File: config.mk
export PLATFORM = sky130hd
export DESIGN_NAME = gate_pipe
export DESIGN_NICKNAME = d
export VERILOG_FILES = /design/src/rtl/gate_pkg.sv /design/src/rtl/gate_alu.sv /design/src/rtl/gate_pipe.sv
export SDC_FILE = /design/constraint.sdc
export NUM_CORES = 1
export LEC_CHECK = 0
export CORE_MARGIN = 1.5
export CORE_UTILIZATION = 48
export CTS_CLUSTER_DIAMETER = 150
export DETAILED_ROUTE_END_ITERATION = 12
export PLACE_DENSITY = 0.76
export SLEW_MARGIN = 20
export SYNTH_ARGS = -nofsm -noshare
export SYNTH_HDL_FRONTEND = slang
export SYNTH_SLANG_ARGS = --single-unit
File: constraint.sdc
create_clock -name clk -period 2.1 [get_ports clk]
set_input_delay 0.42 -clock clk [delete_from_list [all_inputs] [get_ports clk]]
set_output_delay 0.42 -clock clk [all_outputs]
set_load 0.03 [all_outputs]
File: src/rtl/gate_pkg.sv
// Shared definitions for the gate block family: op-code encoding and width.
package gate_pkg;

    localparam int OP_W = 3;

    typedef logic [OP_W-1:0] op_t;

    localparam op_t OP_AND  = 3'd0;
    localparam op_t OP_OR   = 3'd1;
    localparam op_t OP_XOR  = 3'd2;
    localparam op_t OP_NAND = 3'd3;
    localparam op_t OP_NOR  = 3'd4;
    localparam op_t OP_XNOR = 3'd5;
    localparam op_t OP_NOT  = 3'd6;
    localparam op_t OP_PASS = 3'd7;

endpackage

File: src/rtl/gate_alu.sv
// Combinational bitwise logic unit: one of eight two-input functions over WIDTH bits.
// Ops 6 (NOT a) and 7 (pass a) ignore b_i.
module gate_alu
    import gate_pkg::*;
#(
    parameter int WIDTH = 8
) (
    input  logic [WIDTH-1:0] a_i,
    input  logic [WIDTH-1:0] b_i,
    input  op_t              op_i,
    output logic [WIDTH-1:0] y_o
);

    // Select the bitwise function for the captured op code.
    always_comb begin
        y_o = '0;
        case (op_i)
            OP_AND:  y_o = a_i & b_i;
            OP_OR:   y_o = a_i | b_i;
            OP_XOR:  y_o = a_i ^ b_i;
            OP_NAND: y_o = ~(a_i & b_i);
            OP_NOR:  y_o = ~(a_i | b_i);
            OP_XNOR: y_o = ~(a_i ^ b_i);
            OP_NOT:  y_o = ~a_i;
            OP_PASS: y_o = a_i;
            default: y_o = '0;
        endcase
    end

endmodule

File: src/rtl/gate_pipe.sv
// Two-stage valid/ready pipelined logic unit.
// S1 holds the captured operands and op; S2 holds the registered result and
// its reductions. Each stage advances only when the stage after it can take
// data, so a full pipeline with an accepting consumer moves all beats in one edge.
module gate_pipe
    import gate_pkg::*;
#(
    parameter int WIDTH = 8,
    parameter int CNT_W = 16
) (
    input  logic             clk,
    input  logic             rst,
    input  logic             in_valid,
    output logic             in_ready,
    input  logic [WIDTH-1:0] a,
    input  logic [WIDTH-1:0] b,
    input  logic [OP_W-1:0]  op,
    output logic             out_valid,
    input  logic             out_ready,
    output logic [WIDTH-1:0] y,
    output logic             y_all,
    output logic             y_any,
    output logic [CNT_W-1:0] xfer_cnt
);

    localparam logic [CNT_W-1:0] CNT_MAX = '1;

    logic             s1_valid_q, s1_valid_d;
    logic [WIDTH-1:0] s1_a_q, s1_a_d;
    logic [WIDTH-1:0] s1_b_q, s1_b_d;
    op_t              s1_op_q, s1_op_d;

    logic             s2_valid_q, s2_valid_d;
    logic [WIDTH-1:0] y_q, y_d;
    logic             y_all_q, y_all_d;
    logic             y_any_q, y_any_d;

    logic [CNT_W-1:0] cnt_q, cnt_d;

    logic             s1_rdy;
    logic             s2_rdy;
    logic             in_fire;
    logic             out_fire;
    logic [WIDTH-1:0] alu_y;

    gate_alu #(
        .WIDTH (WIDTH)
    ) u_alu (
        .a_i  (s1_a_q),
        .b_i  (s1_b_q),
        .op_i (s1_op_q),
        .y_o  (alu_y)
    );

    // Stage readiness and handshake qualifiers.
    always_comb begin
        s2_rdy   = !s2_valid_q | out_ready;
        s1_rdy   = !s1_valid_q | s2_rdy;
        in_ready = s1_rdy & !rst;
        in_fire  = in_valid & in_ready;
        out_fire = s2_valid_q & out_ready;
    end

    // Next-state for both stages and the saturating transfer counter.
    always_comb begin
        s1_valid_d = s1_valid_q;
        s1_a_d     = s1_a_q;
        s1_b_d     = s1_b_q;
        s1_op_d    = s1_op_q;
        s2_valid_d = s2_valid_q;
        y_d        = y_q;
        y_all_d    = y_all_q;
        y_any_d    = y_any_q;
        cnt_d      = cnt_q;

        if (s1_rdy) begin
            s1_valid_d = in_fire;
            if (in_fire) begin
                s1_a_d  = a;
                s1_b_d  = b;
                s1_op_d = op_t'(op);
            end
        end

        // Result payload only changes when a real beat moves in, so an
        // emptied S2 keeps showing the last result rather than garbage.
        if (s2_rdy) begin
            s2_valid_d = s1_valid_q;
            if (s1_valid_q) begin
                y_d     = alu_y;
                y_all_d = &alu_y;
                y_any_d = |alu_y;
            end
        end

        if (out_fire && (cnt_q != CNT_MAX)) begin
            cnt_d = cnt_q + CNT_W'(1);
        end
    end

    // State registers with synchronous reset discarding all in-flight beats.
    always_ff @(posedge clk) begin
        if (rst) begin
            s1_valid_q <= 1'b0;
            s1_a_q     <= '0;
            s1_b_q     <= '0;
            s1_op_q    <= OP_AND;
            s2_valid_q <= 1'b0;
            y_q        <= '0;
            y_all_q    <= 1'b0;
            y_any_q    <= 1'b0;
            cnt_q      <= '0;
        end else begin
            s1_valid_q <= s1_valid_d;
            s1_a_q     <= s1_a_d;
            s1_b_q     <= s1_b_d;
            s1_op_q    <= s1_op_d;
            s2_valid_q <= s2_valid_d;
            y_q        <= y_d;
            y_all_q    <= y_all_d;
            y_any_q    <= y_any_d;
            cnt_q      <= cnt_d;
        end
    end

    assign out_valid = s2_valid_q;
    assign y         = y_q;
    assign y_all     = y_all_q;
    assign y_any     = y_any_q;
    assign xfer_cnt  = cnt_q;

endmodule
==> flow_summary.yaml <==
outcome:
  status: "complete, no violations"
synth:
  synth-compound-area-share_pct: 18.3
  syn_area_per_cell_sq_um: 8.19
  synth_edf_count: 0
  ys_ff_latch: 47
  synth.cells.most_frequent: "dfxtp_1, nor2_1, nand2_1"
  synth.most_common_cell: "dfxtp_1"
  synth_nets: 390
  synth_top_flop_cell: "dfxtp_1"
  synthMuxAreaShare_pct: 5.81
  syn_inst: 350
  synth_fa_ha_area_share_pct: 7.42
  synthArstFlopShare_pct: 0
  synth_top_family_by_area: "simple AND/OR/NAND/NOR gates"
  synth_cell_types: 57
  synthXorXnorAreaFrac_pct: 3.67
  synth_top_area_share_pct: 32.8
  synth.yosys.seq_area_share_pct: 32.8
  ys_top_cells_by_area: "dfxtp_1, ha_1, nor2_1"
  yosysTopAreaCell: "dfxtp_1"
  syn-cell-area_sq_um: 2870
  synth_simple_gate_area_share_pct: 25.1
  synth_warnings: 0
grt:
  first_global_vias: 2528
  antenna_found_initial: 0
  grt-ovfl-total: 0
  grt_usage_pct: 22.4
  grt_start_max_net_pins: 49
  grt_pass1_wl_microns: 11400
  met1_usage_pct: 28.6
  grtUsageMet2_pct: 39.0
  use_met3_pct: 3.64
  grt.busiest_layer: "met2"
setup_path:
  cp.required_ps: 2280
  arrival_ps: 2200
  cp-end-kind: "flop"
  r2r_slack_ps: 90
  worstSetupStartpointType: "flop"
  crit_path_max_incr_delay_ps: 500
  critical_path_class: "reg2reg"
  reg2reg_depth: 7
  reg2reg_from: "s1_a_q[3]$_SDFFE_PP0P_"
  worstPathMaxFanout: 3
  path_cells: "inv_1 -> ha_1 -> nor2b_1 -> a22oi_1 -> mux4_2 -> nor4_2 -> a311oi_1"
  worstReg2RegEnd: "y_any$_SDFFE_PP0P_"
  critPathCapture: "y_any$_SDFFE_PP0P_"
  cp_slowest_cell: "mux4_2"
  critPathLaunch: "s1_a_q[3]$_SDFFE_PP0P_"
clocking:
  cts.htree.levels: 2
  cts_made_buffers: 5
  clock_latency_ps: 310
  cts_tree: "built"
  cts_root_buffer: "clkbuf_8"
  clkSlewWorstSetupHoldPaths_ps: 90
  cts_buffer_depth: 2
  cts.sink_count: 47
  postCtsHoldBufs: 0
die:
  core_sq_um: 5640
  dieArea_sq_um: 6440
  core.rowCount: 27
  die_h_microns: 80.3
  io_pins: 51
  initial_core_util_pct: 50.8
  die_w_microns: 80.3
routing:
  detail-route-antenna-nets: 0
  drt-total-wl_microns: 6760
  drtIter0Drc: 204
  drc: 0
  routedWlPerCell_microns: 13.9
  drt-pass1-iter-count: 4
  avgViaCountPerCell: 5.54
  num_vias: 2693
finish:
  nNetsFinal: 453
  n_antenna_cell: 0
  stdcell_count: 486
  post-route-util_pct: 66.3
  area_growth_pct: 30.5
  drive_above_1_share_pct: 15.9
power_and_ir_drop:
  swShare_pct: 30.5
  power_frac_seq_pct: 45.1
  leakage_nw: 1.44
  p_switching_uw: 657
  power.density_nw_per_um2: 575
  p_clk_share_pct: 27.7
  p_int_mw: 1.49
  power_mw: 2.15
  worst_ir_drop_vdd_uv: 272
  comb_power_share_pct: 27.2
sta:
  layout_setup_ws_ps: 87.9
  hold_violations: 0
  relSlewSlack_pct: 67.2
  final-setup-viol-count: 0
  fin_crit_sh_pct: 95.8
  slew_violations: 0
  rsz0062_at_grt: "false"
  worst_pin_slew_ps: 490
  clock.fmax_mhz: 497
  fin_crit_ps: 2010
  whs_ps: 464
  skew_ps: 2.77
placed_design:
  port_buffers: 50
  pre_cts_ws_ps: -138
  gp_congestion: 0.856
  detailed_place_hpwl_microns: 4740
  dp.cells: 476
flow_run:
  cap_violations: 0
hold_path:
  hp-class: "reg2reg"
[cell type report]
type                    instances  area, sq um
clock buffers                   6         82.6
clock inverters                 2         16.3
fillers                       482         1900
inverters                      20         77.6
multi-input cells             261         1770
flip-flops and latches         47          950
well taps                      72         90.1
repair buffers                 78          749
[logic make-up (layout without fill, tap and decap cells)]
family | Yosys count | after routing
AND/OR/NAND/NOR | 145 | 145
adder cells (fa/ha/maj) | 17 | 17
flip-flops | 47 | 47
AO/OA/AOI/OAI | 75 | 75
XOR/XNOR | 12 | 12
buffers and inverters | 42 | 106
multiplexers | 12 | 12
[worst min path at each step]
stage / start / to / slack, ps / cells after the start
2_1_floorplan: s1_b_q[0]$_SDFFE_PP0P_ / s1_b_q[0]$_SDFFE_PP0P_ / 470 / 2
6_report: y[1]$_SDFFE_PP0P_ / y[1]$_SDFFE_PP0P_ / 460 / 2
5_1_grt: y[4]$_SDFFE_PP0P_ / y[4]$_SDFFE_PP0P_ / 500 / 2
3_5_place_dp: y[1]$_SDFFE_PP0P_ / y[1]$_SDFFE_PP0P_ / 450 / 2
3_3_place_gp: y[1]$_SDFFE_PP0P_ / y[1]$_SDFFE_PP0P_ / 450 / 2
4_1_cts: y[1]$_SDFFE_PP0P_ / y[1]$_SDFFE_PP0P_ / 470 / 2
[flip-flops by register name, indices dropped and copies added, names as in the netlist]
signal,cells
out_valid,1
s1_a_q,8
s1_b_q,8
s1_op_q,3
s1_valid_q,1
xfer_cnt,16
y,8
y_all,1
y_any,1
[metrics by stage]
step	area, sq um	TNS (ps)
finish	3740	0
global route	3740	0
CTS	3710	0
detailed placement	3570	-472
global placement	3570	-134
floorplan	2870	0
[what timing repair did]
| action | in CTS | in global routing |
|---|---|---|
| pin swaps | 4 | 5 |
| endpoints found under the hold margin | 0 | 0 |
| setup buffers | 1 | 1 |
| setup endpoints to repair | 1 | 4 |
| resized for setup | 10 | 7 |
[routing by layer]
metal | wire [microns] | vias up | part of all wire [%]
met3 | 234 | 6 | 3.5
li1 | - | 1359 | -
met5 | 0 | - | 0
met1 | 3160 | 1284 | 47
met2 | 3300 | 44 | 49
met4 | 71 | 0 | 1.0
[power by group through the flow]
stage                     Combinational, mW  Sequential [mW]  Clock, mW
after floorplan                       0.348             1.00          0
after global routing                  0.643            0.978      0.642
after CTS                             0.571            0.970      0.601
final                                 0.585            0.971      0.596
after detailed placement              0.557            0.988          0
after global placement                0.546            0.987          0
[layout by cell type, fill, tap and decap left out, types with 5 or more instances in the layout]
master / instances
a211oi_1: 5
a21oi_1: 18
and3_1: 5
buf_4: 25
clkbuf_8: 6
clkdlybuf4s50_1: 49
dfxtp_1: 40
dfxtp_2: 7
ha_1: 15
inv_1: 17
mux2i_1: 5
nand2_1: 39
nand2b_1: 6
nor2_1: 42
nor2b_1: 12
nor3_1: 10
o21ai_0: 6
o31ai_1: 18
xnor2_1: 7
xor2_1: 5
[critical path, delay by kind of cell, from the launching register on]
kind	cells	cell delay, ps
multiplexers	1	500
AND/OR/NAND/NOR	2	440
flip-flops	1	350
adder cells (fa/ha/maj)	1	330
AO/OA/AOI/OAI	2	210
buffers and inverters	1	60
No activity file was read; power rests on OpenSTA's default activity.
